[config.mk]
export PLATFORM = sky130hd
export DESIGN_NAME = snake_body_engine_flat
export DESIGN_NICKNAME = d
export VERILOG_FILES = /design/src/rtl/snake_body_engine_if.sv /design/src/rtl/snake_body_engine.sv /design/src/flat_wrapper.sv
export SDC_FILE = /design/constraint.sdc
export NUM_CORES = 1
export LEC_CHECK = 0
export CORE_UTILIZATION = 30
export DETAILED_ROUTE_END_ITERATION = 6
export PLACE_DENSITY = 0.42
export SLEW_MARGIN = 25
export SYNTH_ARGS = -nofsm -noshare
export SYNTH_HDL_FRONTEND = slang
export SYNTH_SLANG_ARGS = --single-unit
[constraint.sdc]
create_clock -name clk2 -period 6 [get_ports clk2]
set_clock_uncertainty 0.1 [all_clocks]
set_input_delay 1.5 -clock clk2 [delete_from_list [all_inputs] [get_ports clk2]]
set_output_delay 1.5 -clock clk2 [all_outputs]
set_load 0.01 [all_outputs]
[src/rtl/snake_body_engine_if.sv]
// Snake body engine bus: FSM action pulses, direction buttons, board status and display query.
// Latency: none (signal bundle only).
// Backpressure: none; every pulse is accepted in the cycle it is presented.
interface snake_body_engine_if #(
   parameter int XW = 4,
   parameter int YW = 4
);
   logic          first_do;
   logic          go_one_step;
   logic          eat_apple;
   logic          random_growth;
   logic [3:0]    dir_btn;
   logic [1:0]    head;
   logic [XW-1:0] head_x;
   logic [YW-1:0] head_y;
   logic [XW-1:0] apple_x;
   logic [YW-1:0] apple_y;
   logic          apple_valid;
   logic [5:0]    length;
   logic [7:0]    score;
   logic [XW-1:0] query_x;
   logic [YW-1:0] query_y;
   logic [1:0]    query_cell;

   modport master (
      output first_do, go_one_step, eat_apple, random_growth, dir_btn, query_x, query_y,
      input  head, head_x, head_y, apple_x, apple_y, apple_valid, length, score, query_cell
   );

   modport slave (
      input  first_do, go_one_step, eat_apple, random_growth, dir_btn, query_x, query_y,
      output head, head_x, head_y, apple_x, apple_y, apple_valid, length, score, query_cell
   );
endinterface

[src/rtl/snake_body_engine.sv]
// Snake board datapath: body ring buffer, occupancy bitmap, apple seek, score, display query.
// Latency: pulse effects visible next cycle; head is combinational; query_cell 1 cycle.
// Backpressure: none; apple seek retries internally. WRAP_WALLS_EN makes the border playable.
module snake_body_engine #(
   parameter int GRID_W  = 16,
   parameter int GRID_H  = 12,
   parameter int MAX_LEN = 32,
   parameter int START_X = 4,
   parameter int START_Y = 6
) (
   input logic clk2,
   input logic rst_n,
   snake_body_engine_if.slave bus
);
   localparam int XW = $clog2(GRID_W);
   localparam int YW = $clog2(GRID_H);
   localparam int PW = $clog2(MAX_LEN);
   localparam int NC = GRID_W * GRID_H;
   localparam int CW = $clog2(NC);

   localparam logic [1:0] C_EMPTY = 2'b00;
   localparam logic [1:0] C_BODY  = 2'b01;
   localparam logic [1:0] C_APPLE = 2'b10;
   localparam logic [1:0] C_WALL  = 2'b11;

   localparam logic [3:0] D_UP    = 4'b1000;
   localparam logic [3:0] D_DOWN  = 4'b0100;
   localparam logic [3:0] D_LEFT  = 4'b0010;
   localparam logic [3:0] D_RIGHT = 4'b0001;

   typedef enum logic {S_IDLE, S_SEEK} seek_t;

   logic [XW-1:0] head_x, apple_x, nx, cand_x;
   logic [YW-1:0] head_y, apple_y, ny, cand_y;
   logic [NC-1:0] occ;
   logic [XW-1:0] body_x [MAX_LEN];
   logic [YW-1:0] body_y [MAX_LEN];
   logic [PW-1:0] hd_ptr, tl_ptr, hd_ptr_nxt, tl_ptr_nxt;
   logic [5:0]    length;
   logic [7:0]    score;
   logic [7:0]    lfsr;
   logic [3:0]    direction, pending_dir;
   logic          apple_valid;
   logic [1:0]    head_cls, cand_cls, query_cell;
   logic          dir_ok, step_move, step_grow, seek_ok, seek_accept;
   seek_t         seek_st, seek_nxt;

   function automatic logic [3:0] opposite(input logic [3:0] d);
      return {d[2], d[3], d[0], d[1]};
   endfunction

   function automatic logic [CW-1:0] cell_idx(input logic [XW-1:0] x, input logic [YW-1:0] y);
      return CW'(int'(y) * GRID_W + int'(x));
   endfunction

   // Class of any cell against current board state; the head cell is in the bitmap, so it reads as body.
   function automatic logic [1:0] classify(input logic [XW-1:0] x, input logic [YW-1:0] y);
`ifdef WRAP_WALLS_EN
      if (int'(x) >= GRID_W || int'(y) >= GRID_H) return C_EMPTY;
`else
      if (int'(x) == 0 || int'(x) >= GRID_W - 1 || int'(y) == 0 || int'(y) >= GRID_H - 1) return C_WALL;
`endif
      if (occ[cell_idx(x, y)]) return C_BODY;
      if (apple_valid && x == apple_x && y == apple_y) return C_APPLE;
      return C_EMPTY;
   endfunction

   assign hd_ptr_nxt = (int'(hd_ptr) == MAX_LEN - 1) ? '0 : hd_ptr + 1'b1;
   assign tl_ptr_nxt = (int'(tl_ptr) == MAX_LEN - 1) ? '0 : tl_ptr + 1'b1;
   assign cand_x     = XW'(lfsr[3:0]);
   assign cand_y     = YW'(lfsr[7:4]);
   assign dir_ok     = $onehot(bus.dir_btn) && (bus.dir_btn != opposite(direction));

   // Next head cell from the pending direction; edges wrap, which only matters when the border is playable.
   always_comb begin
      nx = head_x;
      ny = head_y;
      case (pending_dir)
         D_UP:    ny = (head_y == '0) ? YW'(GRID_H - 1) : head_y - 1'b1;
         D_DOWN:  ny = (int'(head_y) == GRID_H - 1) ? '0 : head_y + 1'b1;
         D_LEFT:  nx = (head_x == '0) ? XW'(GRID_W - 1) : head_x - 1'b1;
         D_RIGHT: nx = (int'(head_x) == GRID_W - 1) ? '0 : head_x + 1'b1;
         default: ;
      endcase
   end

   // Classify the cell ahead and decide whether a step moves and/or grows the body.
   always_comb begin
      head_cls  = (length == '0) ? C_EMPTY : classify(nx, ny);
      step_move = bus.go_one_step && !bus.first_do && (length != '0) && !head_cls[0];
      step_grow = step_move && (head_cls == C_APPLE) && (int'(length) < MAX_LEN);
   end

   // Apple candidate check: on the playable area, free, and not where the head goes next.
   always_comb begin
      cand_cls = classify(cand_x, cand_y);
      seek_ok  = (int'(cand_x) < GRID_W) && (int'(cand_y) < GRID_H) && !cand_cls[0]
                 && !((cand_x == nx) && (cand_y == ny));
   end

   // Seek FSM state register.
   always_ff @(posedge clk2 or negedge rst_n) begin
      if (!rst_n) seek_st <= S_IDLE;
      else        seek_st <= seek_nxt;
   end

   // Seek FSM next state; board init aborts a seek, a step in the same cycle blocks a new one.
   always_comb begin
      seek_nxt = seek_st;
      if (bus.first_do) seek_nxt = S_IDLE;
      else begin
         case (seek_st)
            S_IDLE:  if (bus.random_growth && !bus.go_one_step) seek_nxt = S_SEEK;
            S_SEEK:  if (seek_ok) seek_nxt = S_IDLE;
            default: seek_nxt = S_IDLE;
         endcase
      end
   end

   // Seek FSM output: load the candidate as the new apple.
   always_comb seek_accept = (seek_st == S_SEEK) && seek_ok && !bus.first_do;

   // Ring buffer storage; positions need no reset since length gates every read.
   always_ff @(posedge clk2) begin
      if (bus.first_do) begin
         for (int i = 0; i < 3; i++) begin
            body_x[i] <= XW'(START_X - 2 + i);
            body_y[i] <= YW'(START_Y);
         end
      end else if (step_move) begin
         body_x[hd_ptr_nxt] <= nx;
         body_y[hd_ptr_nxt] <= ny;
      end
   end

   // Board state: pointers, bitmap, head, apple, direction, score, LFSR and the query register.
   always_ff @(posedge clk2 or negedge rst_n) begin
      if (!rst_n) begin
         occ         <= '0;
         hd_ptr      <= '0;
         tl_ptr      <= '0;
         length      <= '0;
         head_x      <= '0;
         head_y      <= '0;
         apple_x     <= '0;
         apple_y     <= '0;
         apple_valid <= 1'b0;
         score       <= '0;
         direction   <= D_RIGHT;
         pending_dir <= D_RIGHT;
         lfsr        <= 8'hA5;
         query_cell  <= C_EMPTY;
      end else begin
         lfsr       <= {lfsr[6:0], lfsr[7] ^ lfsr[5] ^ lfsr[4] ^ lfsr[3]};
         query_cell <= classify(bus.query_x, bus.query_y);
         if (bus.eat_apple && score != 8'hFF) score <= score + 8'd1;
         if (bus.first_do) begin
            occ <= '0;
            for (int i = 0; i < 3; i++) occ[cell_idx(XW'(START_X - 2 + i), YW'(START_Y))] <= 1'b1;
            tl_ptr      <= '0;
            hd_ptr      <= PW'(2);
            length      <= 6'd3;
            head_x      <= XW'(START_X);
            head_y      <= YW'(START_Y);
            direction   <= D_RIGHT;
            pending_dir <= D_RIGHT;
            apple_x     <= XW'(GRID_W - 4);
            apple_y     <= YW'(START_Y);
            apple_valid <= 1'b1;
            score       <= '0;
         end else begin
            if (dir_ok) pending_dir <= bus.dir_btn;
            if (bus.go_one_step) direction <= pending_dir;
            if (step_move) begin
               head_x              <= nx;
               head_y              <= ny;
               hd_ptr              <= hd_ptr_nxt;
               occ[cell_idx(nx, ny)] <= 1'b1;
               if (step_grow) begin
                  length      <= length + 6'd1;
                  apple_valid <= 1'b0;
               end else begin
                  occ[cell_idx(body_x[tl_ptr], body_y[tl_ptr])] <= 1'b0;
                  tl_ptr <= tl_ptr_nxt;
               end
            end
            // A freshly placed apple wins over one eaten in the same cycle.
            if (seek_accept) begin
               apple_x     <= cand_x;
               apple_y     <= cand_y;
               apple_valid <= 1'b1;
            end
         end
      end
   end

   assign bus.head        = head_cls;
   assign bus.head_x      = head_x;
   assign bus.head_y      = head_y;
   assign bus.apple_x     = apple_x;
   assign bus.apple_y     = apple_y;
   assign bus.apple_valid = apple_valid;
   assign bus.length      = length;
   assign bus.score       = score;
   assign bus.query_cell  = query_cell;
endmodule

[src/flat_wrapper.sv]
// flat-port wrapper written by rule: the top's interface ports become plain ports
module snake_body_engine_flat 
#(
   parameter int GRID_W  = 16,
   parameter int GRID_H  = 12,
   parameter int MAX_LEN = 32,
   parameter int START_X = 4,
   parameter int START_Y = 6
)
  (clk2, rst_n, bus_first_do, bus_go_one_step, bus_eat_apple, bus_random_growth, bus_dir_btn, bus_query_x, bus_query_y, bus_head, bus_head_x, bus_head_y, bus_apple_x, bus_apple_y, bus_apple_valid, bus_length, bus_score, bus_query_cell);
  snake_body_engine_if bus_i ();
  input logic clk2;
  input logic rst_n;
  input wire logic [$bits(bus_i.first_do)-1:0] bus_first_do;
  input wire logic [$bits(bus_i.go_one_step)-1:0] bus_go_one_step;
  input wire logic [$bits(bus_i.eat_apple)-1:0] bus_eat_apple;
  input wire logic [$bits(bus_i.random_growth)-1:0] bus_random_growth;
  input wire logic [$bits(bus_i.dir_btn)-1:0] bus_dir_btn;
  input wire logic [$bits(bus_i.query_x)-1:0] bus_query_x;
  input wire logic [$bits(bus_i.query_y)-1:0] bus_query_y;
  output wire logic [$bits(bus_i.head)-1:0] bus_head;
  output wire logic [$bits(bus_i.head_x)-1:0] bus_head_x;
  output wire logic [$bits(bus_i.head_y)-1:0] bus_head_y;
  output wire logic [$bits(bus_i.apple_x)-1:0] bus_apple_x;
  output wire logic [$bits(bus_i.apple_y)-1:0] bus_apple_y;
  output wire logic [$bits(bus_i.apple_valid)-1:0] bus_apple_valid;
  output wire logic [$bits(bus_i.length)-1:0] bus_length;
  output wire logic [$bits(bus_i.score)-1:0] bus_score;
  output wire logic [$bits(bus_i.query_cell)-1:0] bus_query_cell;
  assign bus_i.first_do = bus_first_do;
  assign bus_i.go_one_step = bus_go_one_step;
  assign bus_i.eat_apple = bus_eat_apple;
  assign bus_i.random_growth = bus_random_growth;
  assign bus_i.dir_btn = bus_dir_btn;
  assign bus_i.query_x = bus_query_x;
  assign bus_i.query_y = bus_query_y;
  assign bus_head = bus_i.head;
  assign bus_head_x = bus_i.head_x;
  assign bus_head_y = bus_i.head_y;
  assign bus_apple_x = bus_i.apple_x;
  assign bus_apple_y = bus_i.apple_y;
  assign bus_apple_valid = bus_i.apple_valid;
  assign bus_length = bus_i.length;
  assign bus_score = bus_i.score;
  assign bus_query_cell = bus_i.query_cell;
  snake_body_engine #(.GRID_W(GRID_W), .GRID_H(GRID_H), .MAX_LEN(MAX_LEN), .START_X(START_X), .START_Y(START_Y)) u_core (.clk2(clk2), .rst_n(rst_n), .bus(bus_i));
endmodule
Word level (Yosys, flattened, before mapping)
Memories as Yosys holds them, arrays and structs flattened.
Index checks and enable logic that the tools add are counted.
{"block": "word_totals", "mem_count": 2, "reg_bits": 252, "mem_bits_rw": 256, "out_inout_bits": 35, "input_bits": 18}
{"block": "op_classes", "n_bitwise": 7, "addsub": 15, "mux": 99, "magnitude_cmp": 14, "reduce_logical": 58, "n_eq_ne": 21}
{"memory": "u_core.body_x", "depth": 32, "word_bits": 4, "rd": 1, "rd_ports_with_merged_regs": 0, "wr": 3, "line": "snake_body_engine.sv:36", "source": "logic [XW-1:0] body_x [MAX_LEN];"}
{"memory": "u_core.body_y", "depth": 32, "word_bits": 4, "rd": 1, "rd_ports_with_merged_regs": 0, "wr": 3, "line": "snake_body_engine.sv:37", "source": "logic [YW-1:0] body_y [MAX_LEN];"}
{"cell": "$mux W192", "n": 3}
{"cell": "$and A192 B192 Y192", "n": 1}
{"cell": "$not A192 Y192", "n": 1}
{"cell": "$or A192 B192 Y192", "n": 1}
{"cell": "$mux W4", "n": 18}
{"cell": "$mux W5", "n": 9}
{"cell": "$mux W1", "n": 43}
{"cell": "$lt A8 B9 Y1 const B", "n": 4}
{"cell": "$add A8 B4 Y8", "n": 4}
{"cell": "$eq A4 B4 Y1", "n": 8}
{"cell": "$logic_not A4 Y1", "n": 8}
{"cell": "$mux W2", "n": 13}
{"cell": "$bmux W1 S8", "n": 3}
{"cell": "$ge A4 B4 Y1 const B", "n": 6}
{"cell": "$logic_and A1 B1 Y1", "n": 21}
{"cell": "$mux W6", "n": 3}
{"cell": "$demux W1 S8", "n": 2}
{"cell": "$ge A8 B1 Y1 const B", "n": 2}
{"cell": "$mux W8", "n": 2}
{"cell": "$pmux W4 S2", "n": 2}
{"cell": "$reduce_bool A2 Y1", "n": 6}
{"cell": "$add A5 B1 Y5 const B", "n": 2}
{"cell": "$eq A5 B1 Y1 const B", "n": 2}
{"cell": "$logic_or A1 B1 Y1", "n": 9}
{"cell": "26 further kinds", "n": 41}

Depth between registers and ports, before layout
{"block": "depth", "depth_word": 23, "mapped_depth": 20, "depth_no_buf": 14}

Worst setup path before layout
OpenSTA, ideal clock, no wires.
{"block": "synth_path", "path_kind": "register -> output", "from": "register u_core.head_y[0] (netlist: u_core.bus.head_y[0])", "to": "output bus_head[1]", "path_buffers": 1, "required_time_ps": 4400, "path_stages_with_launch": 15, "t_arrival_ps": 3713, "path_slack_ps": 687, "path_cell_list": "dfrtp_1 inv_1 ha_1 or3b_1 a211oi_1 o32ai_1 inv_1 buf_2 nand2_1 o31ai_1 o22ai_1 a21oi_4 nand2_1 or2_2 a21boi_0"}
{"block": "synth_via", "elab_chain_cells": 12, "elab_cells_between_ends": 28}
{"element": "start, declared", "line": "snake_body_engine.sv:34", "source": "logic [YW-1:0] head_y, apple_y, ny, cand_y;"}
{"element": "start signal, assigned", "line": "snake_body_engine.sv:164", "source": "head_y <= YW'(START_Y);"}
{"element": "start signal, assigned", "line": "snake_body_engine.sv:176", "source": "head_y <= ny;"}
{"element": "$add A4 B1 Y4 (tied with other cells)", "line": "snake_body_engine.sv:80", "source": "D_DOWN: ny = (int'(head_y) == GRID_H - 1) ? '0 : head_y + 1'b1;"}
{"element": "$mux W4 (on tied branches)", "line": "snake_body_engine.sv:80, snake_body_engine.sv:79"}
{"element": "$pmux W4 S2 *", "line": "snake_body_engine.sv:78", "source": "case (pending_dir)"}
{"element": "net u_core.ny[1]", "line": "snake_body_engine.sv:34"}
{"element": "$add A8 B4 Y8 or $eq A4 B4 Y1 (tied branches)", "line": "snake_body_engine.sv:53, snake_body_engine.sv:64"}
{"element": "$bmux W1 S8 or $logic_and A1 B1 Y1 (tied branches)", "line": "snake_body_engine.sv:63, snake_body_engine.sv:64"}
{"element": "$mux W1 (on tied branches)", "line": "snake_body_engine.sv:63, snake_body_engine.sv:64"}
{"element": "$mux W2 or $mux W1 (tied branches)", "line": "snake_body_engine.sv:63, snake_body_engine.sv:64"}
{"element": "$mux W2 or $mux W1 (tied branches)", "line": "snake_body_engine.sv:64, snake_body_engine.sv:63"}
{"element": "$mux W2", "line": "snake_body_engine.sv:65", "source": "return C_EMPTY;"}
{"element": "$mux W2", "line": "snake_body_engine.sv:64", "source": "if (apple_valid && x == apple_x && y == apple_y) return C_APPLE;"}
{"element": "$mux W2 *", "line": "snake_body_engine.sv:63", "source": "if (occ[cell_idx(x, y)]) return C_BODY;"}
{"element": "$mux W2 *", "line": "snake_body_engine.sv:89", "source": "head_cls = (length == '0) ? C_EMPTY : classify(nx, ny);"}
{"element": "end, declared", "line": "flat_wrapper.sv:21", "source": "output wire logic [$bits(bus_i.head)-1:0] bus_head;"}
The timed path passes the listed nets; every way through them passes the cells marked *. The select of a mux whose other input is x is not followed.

Final worst setup path
{"block": "layout_path", "from": "register u_core.pending_dir[0]", "to": "output bus_head[1]"}
{"block": "layout_via", "elab_chain_cells": 12, "elab_cells_between_ends": 32}
{"element": "start, declared", "line": "snake_body_engine.sv:42", "source": "logic [3:0] direction, pending_dir;"}
{"element": "start signal, assigned", "line": "snake_body_engine.sv:172", "source": "if (dir_ok) pending_dir <= bus.dir_btn;"}
{"element": "parallel branches: the longest is 10 deep, another holds $add A8 B4 Y8"}
{"element": "$mux W2 *", "line": "snake_body_engine.sv:63"}
{"element": "$mux W2 *", "line": "snake_body_engine.sv:89"}
Every way passes the cells marked *. The select of a mux whose other input is x is not followed.

==> impl_metrics.json <==
{
  "crit_path_start_kind": "flip-flop",
  "cellPowerDensity_nw_per_um2": 423.9,
  "grt_start_max_net_pins": 110,
  "hold_path.class": "flip-flop to flip-flop",
  "ys_ff_latch": 508,
  "ys_warn_count": 0,
  "dp.cells": 3674,
  "mostFrequentLayoutCells": "256 x edfxtp_1, 244 x dfrtp_1, 213 x buf_4, 167 x a211oi_1, 159 x nand2_1",
  "cp_common_cell": "buf_12",
  "syn_area_per_cell_sq_um": 11.76,
  "coreArea_sq_um": 92080,
  "dieHeight_um": 307.8,
  "ys.flop_type": "edfxtp_1",
  "synth_area_sq_um": 28050,
  "grt_usage_pct": 24.59,
  "yosysTopAreaCell": "edfxtp_1",
  "drt_iter0_drc": 2351,
  "regArea_sq_um": 14010,
  "layout_setup_ws_ns": 0.04980,
  "layout_commonest_cell": "edfxtp_1",
  "die_w_um": 307.8,
  "max_freq_mhz": 168.1,
  "num_rows": 111,
  "tightest_slew_ns": 1.059,
  "hold_buffers": 0,
  "cts.sinks": 508,
  "drv_slew": 0,
  "clock_path_buffers": 3,
  "path_cells": "or4b_4, buf_8, o22a_4, inv_6, buf_12, buf_12, mux2i_1, o22ai_1, o311ai_2, nor4_2, buf_4, nor3_4, nand2_2, or2_2, a21boi_2, buf_2",
  "r2r_start": "u_core.pending_dir[0]",
  "nets": 2537,
  "hold_viol": 0,
  "grt_overflow_total": 0,
  "holdCritStartpoint": "u_core.lfsr[6]",
  "timing.max_cap.violations": 0,
  "yosysSeqAreaShare_pct": 49.91,
  "rrSetupSlack_ns": 0.66,
  "wl_per_cell_um": 30.86,
  "startpoint": "u_core.pending_dir[0]",
  "max_stage_delay_ns": 0.53,
  "worstSetupPathType": "flip-flop to primary output",
  "ios": 53,
  "synth_nets": 2422,
  "finalSetupViolCount": 0,
  "vias": 22550,
  "cts.clk_slew.worst_paths_ns": 0.06,
  "fin_tns_setup_ns": 0,
  "numCtsBuffers": 58,
  "synthTopCellsByArea": "edfxtp_1 27%, dfrtp_1 22%, mux4_2 11%, a211oi_1 4.7%, mux2i_1 4.4%",
  "synthArstFlopShare_pct": 49.61,
  "grt_pass1_wl_um": 168300,
  "drc_errors": 0,
  "clk_latency_ns": 0.67,
  "cts_tree": "built",
  "h-tree-depth": 2,
  "fin_crit_sh_pct": 99.17,
  "cp.arrival_ns": 4.35,
  "drive_gt1_share_pct": 23.02,
  "path_max_fanout": 15,
  "portBuffers": 52,
  "ir_drop_v": 0.0002674,
  "antenna_found_initial": 5,
  "rsz0062_at_grt": "yes",
  "place_hpwl_um": 80570,
  "finalNonFillerCells": 3796,
  "root_buffer": "clkbuf_16",
  "post-route-min-period_ns": 5.950,
  "multi_input_area_sq_um": 12930,
  "routed_wl_um": 117200,
  "initial_core_util_pct": 30.47,
  "end_kind": "primary output",
  "cp.required_ns": 4.40,
  "vias_per_cell": 5.941,
  "synth_edf_count": 256,
  "status": "finished, final reports clean",
  "postSynthCellCount": 2385,
  "p_leak_uw": 0.01162,
  "cp_slowest_cell": "dfstp_2",
  "design.die.area_sq_um": 94740,
  "synth_cell_types": 94,
  "place_ws_ns": -0.1524,
  "grt_pass1_vias": 22420,
  "gp_congestion": 0.9677,
  "antenna_left": 0,
  "fillers": 9061,
  "area_delta_synth_final_pct": 19.62,
  "yosysTopAreaCellShare_pct": 27.40,
  "relSlewSlack_pct": 29.17,
  "dr.pass1.iters": 6
}
cell type report:
class | count | area share, %
Antenna cell | 3 | 0.02237
Clock buffer | 77 | 4.870
Clock inverter | 33 | 1.312
Inverter | 104 | 1.193
Multi-Input combinational cell | 1539 | 38.53
Sequential cell | 508 | 41.75
Tap cell | 1243 | 4.635
Timing Repair Buffer | 289 | 7.688
where the power goes:
part / internal (uW) / switching [uW] / total (uW)
registers: 3990 / 131 / 4120
logic: 2040 / 4200 / 6240
clock network: 2310 / 1560 / 3870
total: 8330 / 5900 / 14200
synth_stat cells, types with 9 or more instances:
library cell / instances
mux4_2: 143
a221oi_1: 18
nand4_1: 25
clkbuf_1: 110
o211ai_1: 12
o22ai_1: 28
nor3_1: 26
o32a_1: 12
a32oi_1: 27
buf_4: 10
xor2_1: 10
o21ai_0: 31
buf_1: 33
nor2_1: 139
xnor2_1: 27
nand3_1: 60
o2111ai_1: 17
dfrtp_1: 246
a41oi_1: 18
nor2b_1: 16
nand2_1: 161
ha_1: 18
or3_1: 11
o221ai_1: 45
a21oi_1: 128
nor4_1: 9
edfxtp_1: 256
and3_1: 26
mux2i_1: 122
a311oi_1: 12
inv_1: 98
or4_1: 16
and2_1: 29
a22oi_1: 15
a211oi_1: 177
buf_2: 74
a31oi_1: 54
state kept, by name, indices dropped and copies added (netlist names):
name                    cells
u_core.bus.apple_y          4
u_core.direction            4
u_core.tl_ptr               5
u_core.hd_ptr               5
u_core.lfsr                 8
u_core.body_x             128
u_core.occ                192
u_core.pending_dir          4
u_core.bus.length           6
u_core.bus.head_y           4
u_core.seek_st              1
u_core.bus.apple_x          4
u_core.bus.score            8
u_core.body_y             128
u_core.bus.query_cell       2
u_core.bus.apple_valid      1
u_core.bus.head_x           4
stage by stage:
stage	util, %	instance area [sq um]	power [uW]	hold slack [ns]
3_3_place_gp	33.70	31030	10050	0.4025
3_5_place_dp	33.70	31030	10050	0.4036
4_1_cts	36.34	33460	14210	0.4126
2_1_floorplan	-	28050	7160	0.2519
5_1_grt	36.44	33550	14720	0.4184
6_report	36.44	33560	14230	0.4174
what timing repair did:
action	4_1_cts	5_1_grt
setup endpoints to repair	2	2
pin swaps	21	15
resized for setup	67	18
setup buffers	6	0
cloned	3	0
hold endpoints to repair	0	0
per-layer routing:
layer	vias to the layer above	GRT usage (%)	wire length (um)
met5	-	0	11
met4	2	10.83	5415
met3	237	4.838	9084
met2	1028	38.79	53970
met1	11680	32.70	48690
li1	9608	-	-
critical path: cells and delay by family (launching register included):
kind	cells	cell delay, ns
simple gates	5	1.23
buf+inv	6	0.95
compound gates	4	0.77
mux	1	0.19
flops	1	0.53
path summary, 6_finish.rpt:
kind	end	depth (start not counted)
max	bus_head[1]	16
min	u_core.lfsr[7]	0
max reg2reg	u_core.occ[38]	16
min reg2reg	u_core.lfsr[7]	0
max in group asynchronous	u_core.bus.length[5]	2
min in group asynchronous	u_core.occ[169]	1
cells by family (layout without fill, tap and decap cells):
family	count (synthesis)	in the layout	synth area share [%]
other	0	3	0
adder cells (fa/ha/maj)	19	19	0.8742
multiplexers	268	268	15.95
XOR/XNOR	37	37	1.155
buffers and inverters	338	503	5.169
AO/OA/AOI/OAI	653	653	16.87
AND/OR/NAND/NOR	562	562	10.07
flip-flops	508	508	49.91
Note: power is estimated with default switching activity, not from simulation.
==> edit 1: new RTL, config.mk and constraints unchanged <==
`MAX_LEN` is set to 32 in 2 places; all go to 128.
--- a/src/rtl/snake_body_engine.sv
+++ b/src/rtl/snake_body_engine.sv
@@ -4,7 +4,7 @@
 module snake_body_engine #(
    parameter int GRID_W  = 16,
    parameter int GRID_H  = 12,
-   parameter int MAX_LEN = 32,
+   parameter int MAX_LEN = 128,
    parameter int START_X = 4,
    parameter int START_Y = 6
 ) (
--- a/src/flat_wrapper.sv
+++ b/src/flat_wrapper.sv
@@ -3,7 +3,7 @@
 #(
    parameter int GRID_W  = 16,
    parameter int GRID_H  = 12,
-   parameter int MAX_LEN = 32,
+   parameter int MAX_LEN = 128,
    parameter int START_X = 4,
    parameter int START_Y = 6
 )
Formal check against the unedited RTL: no difference found for any inputs over 4 cycles, from zero or initial values and one cycle with rst_n low; that may be too few to reach the edited logic, so the function may still have changed.
==> edit 1 against the unedited design <==
- routed wire length up 68%
- die area up 110%
- global-route usage down 4.9 points
- via count up 60%
- synthesized area up 110%
- worst setup slack better by 72 ps
- maximum frequency up 1.2%
- design area up 110%
- sequential cell count up 772
- power up 87%
- largest power group is now registers
- highest routed layer unchanged
==> edit 1: results (changes against the unedited design) <==
| Result | This run | vs unedited |
| --- | --- | --- |
| Register area share after synthesis | 0.632 | +0.133 |
| Detailed-placement wirelength estimate | 130 mm | +62% |
| Number of antenna violations at the first check in global routing | 7 | +2 |
| Last weighted congestion value of the routability-driven placer | 0.914 | -5.5% |
| Synth async-reset ratio | 0.200 | -0.296 |
| First-pass iteration count of the detailed router | 5 | -1 |
| Total clock buffers created by CTS | 148 | +160% |
| Syn Area/Cell | 15.7 µm² | +34% |
| Fill count | 18,474 | +100% |
| Pleak | 21.6 nW | +86% |
| Nets | 3,932 | +55% |
| Placed insts | 6,346 | +73% |
| Worst-margin pin slew | 1190 ps | +129 ps |
| Wire length of the first global-routing pass | 281 mm | +67% |
| Post-synthesis compound-gate area fraction | 0.0685 | -0.100 |
| Post-Layout Cell Count | 6,645 | +75% |
| Adder and majority gate portion of the synthesized area | 0.00289 | -0.00585 |
| Arrival time of data at the critical path endpoint | 4280 ps | -70 ps |
| Crit path max fanout | 5 | -10 |
| Synth unique cells | 96 | +2.1% |
| Worst-case clock buffer depth | 3 | unchanged |
| Xor and xnor fraction of the mapped netlist area | 0.00596 | -0.00560 |
| Peak VDD IR | 0.229 mV | -14% |
| Mux cell area share after synthesis | 0.191 | +0.0311 |
| Outcome | finished, final reports clean |  |
| Number of levels in the clock H-tree | 4 | +2 |
| Latest clock arrival within the worst-skew pair | 820 ps | +150 ps |
| Main area contributors after synthesis | edfxtp_1 (52%), mux4_2 (17%), dfrtp_1 (11%) |  |
| Detailed Route Iter0 Violations | 3,599 | +53% |
| GRT Overall Usage | 0.197 | -0.0489 |
| Post-synth top cells | edfxtp_1 (1,024), mux4_2 (450), nor2_1 (305), nand2_1 (253), dfrtp_1 (250) |  |
| Average routed wire per standard cell | 29.7 µm | -3.9% |
| Leading register cell type out of synthesis | edfxtp_1 |  |
| Clock slew seen by the registers of the worst setup and hold paths | 60 ps | about the same |
| Post-detailed-route via-to-cell ratio | 5.43 | -8.7% |
| Proportion of layout cells with a drive suffix above 1 | 0.263 | +0.0333 |
| Vias in the first global route | 36,086 | +61% |
| Pin count of the biggest net entering global routing | 122 | +11% |
| Count of flip-flops with a built-in enable after synthesis | 1,024 | +300% |
| Biggest registers after layout | u_core.body_x: 512 flops, u_core.body_y: 512 flops, u_core.occ: 192 flops |  |
==> edit 1: repair_timing <==
item | 4_1_cts | 5_1_grt
gates resized for setup | 35 | 44
pin swaps | 5 | 15
buffers inserted | 11 | 14
gates cloned | 2 | 2
hold buffers | 0 | 0
endpoints found under the setup margin | 2 | 2
==> edit 1: cells by family (layout without fill, tap and decap cells) <==
| logic type | Yosys count | after routing |
|---|---|---|
| xor gates and xnor gates | 40 | 40 |
| AOI/OAI and AO/OA | 587 | 587 |
| adders and majority gates | 13 | 13 |
| DFF | 1280 | 1280 |
| muxes | 553 | 553 |
| other | 0 | 2 |
| buffers and inverters | 364 | 644 |
| and+or+nand+nor | 902 | 902 |
==> edit 1: area by class of cell <==
type	instances	area (µm²)	area share
clock buffers	186	3900	0.0566
repair buffers	306	2790	0.0405
flip-flops and latches	1280	37200	0.540
diodes	2	5.00	0.0000727
multi-input cells	2095	20400	0.297
repair inverters	4	42.5	0.000618
clock inverters	82	931	0.0135
inverters	66	303	0.00440
well taps	2624	3280	0.0477
==> edit 1: critical path, cell delays in order, from the launching register on <==
cell and delay [ps]:
dfstp_2 560, or4b_4 490, a31o_4 260, nand3_4 140, clkinv_16 80, buf_12 150
buf_4 140, mux2i_1 140, mux2_2 310, a2111oi_2 370, o211ai_1 220, o2111ai_4 140
buf_6 140, nor3_4 30, o21ba_4 210, buf_6 120
==> edit 1: per-stage QoR <==
| step | power, W | setup slack (ps) | cell area (µm²) |
|---|---|---|---|
| after detailed placement | 0.0174 | 238 | 63400 |
| after floorplan | 0.0145 | 132 | 58800 |
| after CTS | 0.0266 | -3.48 | 68500 |
| final | 0.0265 | 121 | 68900 |
| after global placement | 0.0173 | 299 | 63400 |
| after global routing | 0.0275 | -12.4 | 68900 |
==> edit 1: final timing paths <==
kind                                  startpoint                   end  slack (ps)  cells past startpoint
hold reg to reg                   u_core.lfsr[3]        u_core.lfsr[4]         380                      0
setup / recovery           u_core.pending_dir[0]           bus_head[1]         120                     15
setup reg to reg            u_core.bus.head_y[0]       u_core.occ[160]         430                     17
min in group asynchronous                  rst_n  u_core.bus.length[5]         590                      1
hold / removal                    u_core.lfsr[3]        u_core.lfsr[4]         380                      0
max in group asynchronous                  rst_n        u_core.occ[39]        4140                      2
==> edit 1: layer usage <==
layer	global-route usage	wire length, µm	up-vias
met5	0	20	-
met1	0.272	86600	19219
li1	-	-	15371
met2	0.320	94700	1167
met3	0.0315	10100	294
met4	0.0558	5680	4
==> edit 1: where the power goes <==
group	switching (W)	internal (W)	leakage [nW]
sequential	0.000159	0.0106	12.4
clock	0.00391	0.00511	2.32
combinational	0.00460	0.00215	6.95
==> edit 2: new RTL, same settings <==
Made on the original files. Make the reset (`rst_n`) synchronous in 2 clocked blocks.
--- a/src/rtl/snake_body_engine.sv
+++ b/src/rtl/snake_body_engine.sv
@@ -99,7 +99,7 @@
    end
 
    // Seek FSM state register.
-   always_ff @(posedge clk2 or negedge rst_n) begin
+   always_ff @(posedge clk2) begin
       if (!rst_n) seek_st <= S_IDLE;
       else        seek_st <= seek_nxt;
    end
@@ -134,7 +134,7 @@
    end
 
    // Board state: pointers, bitmap, head, apple, direction, score, LFSR and the query register.
-   always_ff @(posedge clk2 or negedge rst_n) begin
+   always_ff @(posedge clk2) begin
       if (!rst_n) begin
          occ         <= '0;
          hd_ptr      <= '0;
Function: differs if rst_n is asserted again (counterexample within 4 cycles, from zero or initial values and one cycle with rst_n low); with rst_n held inactive, the same outputs for 4 cycles.
==> edit 2 against the unedited design <==
- core utilization fell by 0.82 points
- critical endpoint unchanged
- worst setup slack better by 96 ps
- count of clock-buffer cells in the layout down 2
- maximum frequency is 1.6% higher
- routed wire length shrank 14%
- register-to-register slack improved by 100 ps
- die area down 6.9%
- design area down 9.0%
- sequential share of layout area is 0.33 points higher
- global-route usage down 2.2 points
- largest cell class unchanged
- highest routed layer unchanged
- synthesized area down 7.0%
- sequential cell count rose by 5
Power is not compared: it rests on default switching activity, and its combinational part moved more than twofold at a synthesized area within 25%.
==> edit 2: results (changes against the unedited design) <==
| Result | This run | vs unedited |
| --- | --- | --- |
| Outcome | finished, final reports clean |  |
| Source of the worst hold timing path | u_core.occ[180] |  |
| Latest clock arrival within the worst-skew pair | 640 ps | -30 ps |
| Register-to-register setup slack | 760 ps | +100 ps |
| Worst-margin pin slew | 1120 ps | +66.0 ps |
| Number of antenna violations at the first check in global routing | 2 | -3 |
| Switching Share | 0.261 |  |
| Non-clock buffer instance count of the final layout | 185 | -36% |
| Post-cts resize count | 21 | -69% |
| Relative area of non-clock buffer cells in the final design | 0.0585 | -0.0184 |
| Synth unique cells | 85 | -9.6% |
| Delay-heaviest family, CP | compound AO/OA/AOI/OAI gates |  |
| N_diodes | 0 | -3 |
| Post-Layout Cell Count | 3,485 | -8.2% |
| Worst Reg2Reg Path Length in Cells | 12 | -4 |
| Setup Fix Bufs, Post-CTS | 3 | -3 |
| Reg-to-Reg End | u_core.body_x[2][2] |  |
| Sequential cell area | 12,800 µm² | -8.3% |
| Proportion of layout cells with a drive suffix above 1 | 0.212 | -0.0183 |
| Cell depth of the worst min-delay path | 2 | +2 |
| Synthesized net count | 2,274 | -6.1% |
| Area fraction of clock buffers and clock inverters | 0.0628 | +0.000937 |
| Inverter count | 41 | -61% |
| Vias in the first global route | 20,036 | -11% |
| Detailed-placement wirelength estimate | 69.4 mm | -14% |
| Wire length of the first global-routing pass | 146 mm | -13% |
| Syn Area/Cell | 11.7 µm² | -0.80% |
| Number of max-cap violations | 0 | unchanged |
| Register area share after synthesis | 0.492 | -0.00747 |
| Pin count of the biggest net entering global routing | 89 | -19% |
| Root buffer cell | clkbuf_16 |  |
| Overall routed net length | 101 mm | -14% |
| Post-detailed-route via-to-cell ratio | 5.87 | -1.2% |
| Endpoint of the worst hold path | u_core.occ[180] |  |
| Leading register cell type out of synthesis | dfxtp_1 |  |
| Detailed Route Iter0 Violations | 1,956 | -17% |
| Fill count | 8,491 | -6.3% |
| Arrival time of data at the critical path endpoint | 4250 ps | -100 ps |
| Placed insts | 3,367 | -8.4% |
| Sequential cell count of the final layout | 513 | +0.98% |
| Crit path max-delay cell type | or4_1 |  |
| Multi-input comb cells | 1,494 | -2.9% |
| Post-synth top cells | dfxtp_1 (257), edfxtp_1 (256), nor2_1 (214), nand2_1 (185), mux4_2 (181) |  |
| Last weighted congestion value of the routability-driven placer | 0.929 | -4.0% |
## edit 2: cell count changes after synthesis, moves of 32 or more
cell	delta
a211oi_1	-33
a31oi_1	+32
dfrtp_1	-246
dfxtp_1	+257
inv_1	-64
mux2i_1	-39
mux4_2	+38
nor2_1	+75
## edit 2: kinds of logic after synthesis
group,count (synthesis),share of synthesized area
simple gates,596,0.107
compound gates,556,0.143
flops,513,0.492
mux,283,0.196
buf+inv,230,0.0397
xor+xnor,40,0.0134
fa+ha+maj,19,0.00940
## edit 2: layer usage
metal  vias up  part of all wire  track usage  routed length (µm)
li1       8841                 -            -                   -
met1     10501              0.43        0.304               43800
met2       891              0.45        0.350               46000
met3       222             0.071       0.0427                7160
met4         4             0.042       0.0923                4220
met5         -           0.00024            0                  24
## edit 2: stage by stage
| stage | setup slack (ps) | instance area, µm² | power [W] | hold slack [ps] | setup TNS, ps |
|---|---|---|---|---|---|
| CTS | 0.407 | 30400 | 0.00818 | 348 | 0 |
| detailed placement | 30.0 | 28300 | 0.00458 | 339 | 0 |
| floorplan | 870 | 26100 | 0.00425 | 318 | 0 |
| finish | 146 | 30500 | 0.00812 | 349 | 0 |
| global route | 1.24 | 30500 | 0.00837 | 370 | 0 |
| global placement | -214 | 28300 | 0.00457 | 336 | -296 |
## edit 2: worst max-delay path by stage
stage                     cells past startpoint     endpoint             startpoint  slack (ps)
after floorplan                              16  bus_head[0]   u_core.bus.head_x[0]         870
after global placement                       16  bus_head[1]   u_core.bus.head_x[1]        -210
after detailed placement                     16  bus_head[1]   u_core.bus.head_x[1]          30
after CTS                                    16  bus_head[0]   u_core.bus.head_x[1]         0.4
after global routing                         14  bus_head[1]  u_core.pending_dir[2]           1
final                                        16  bus_head[1]   u_core.bus.head_x[1]         150
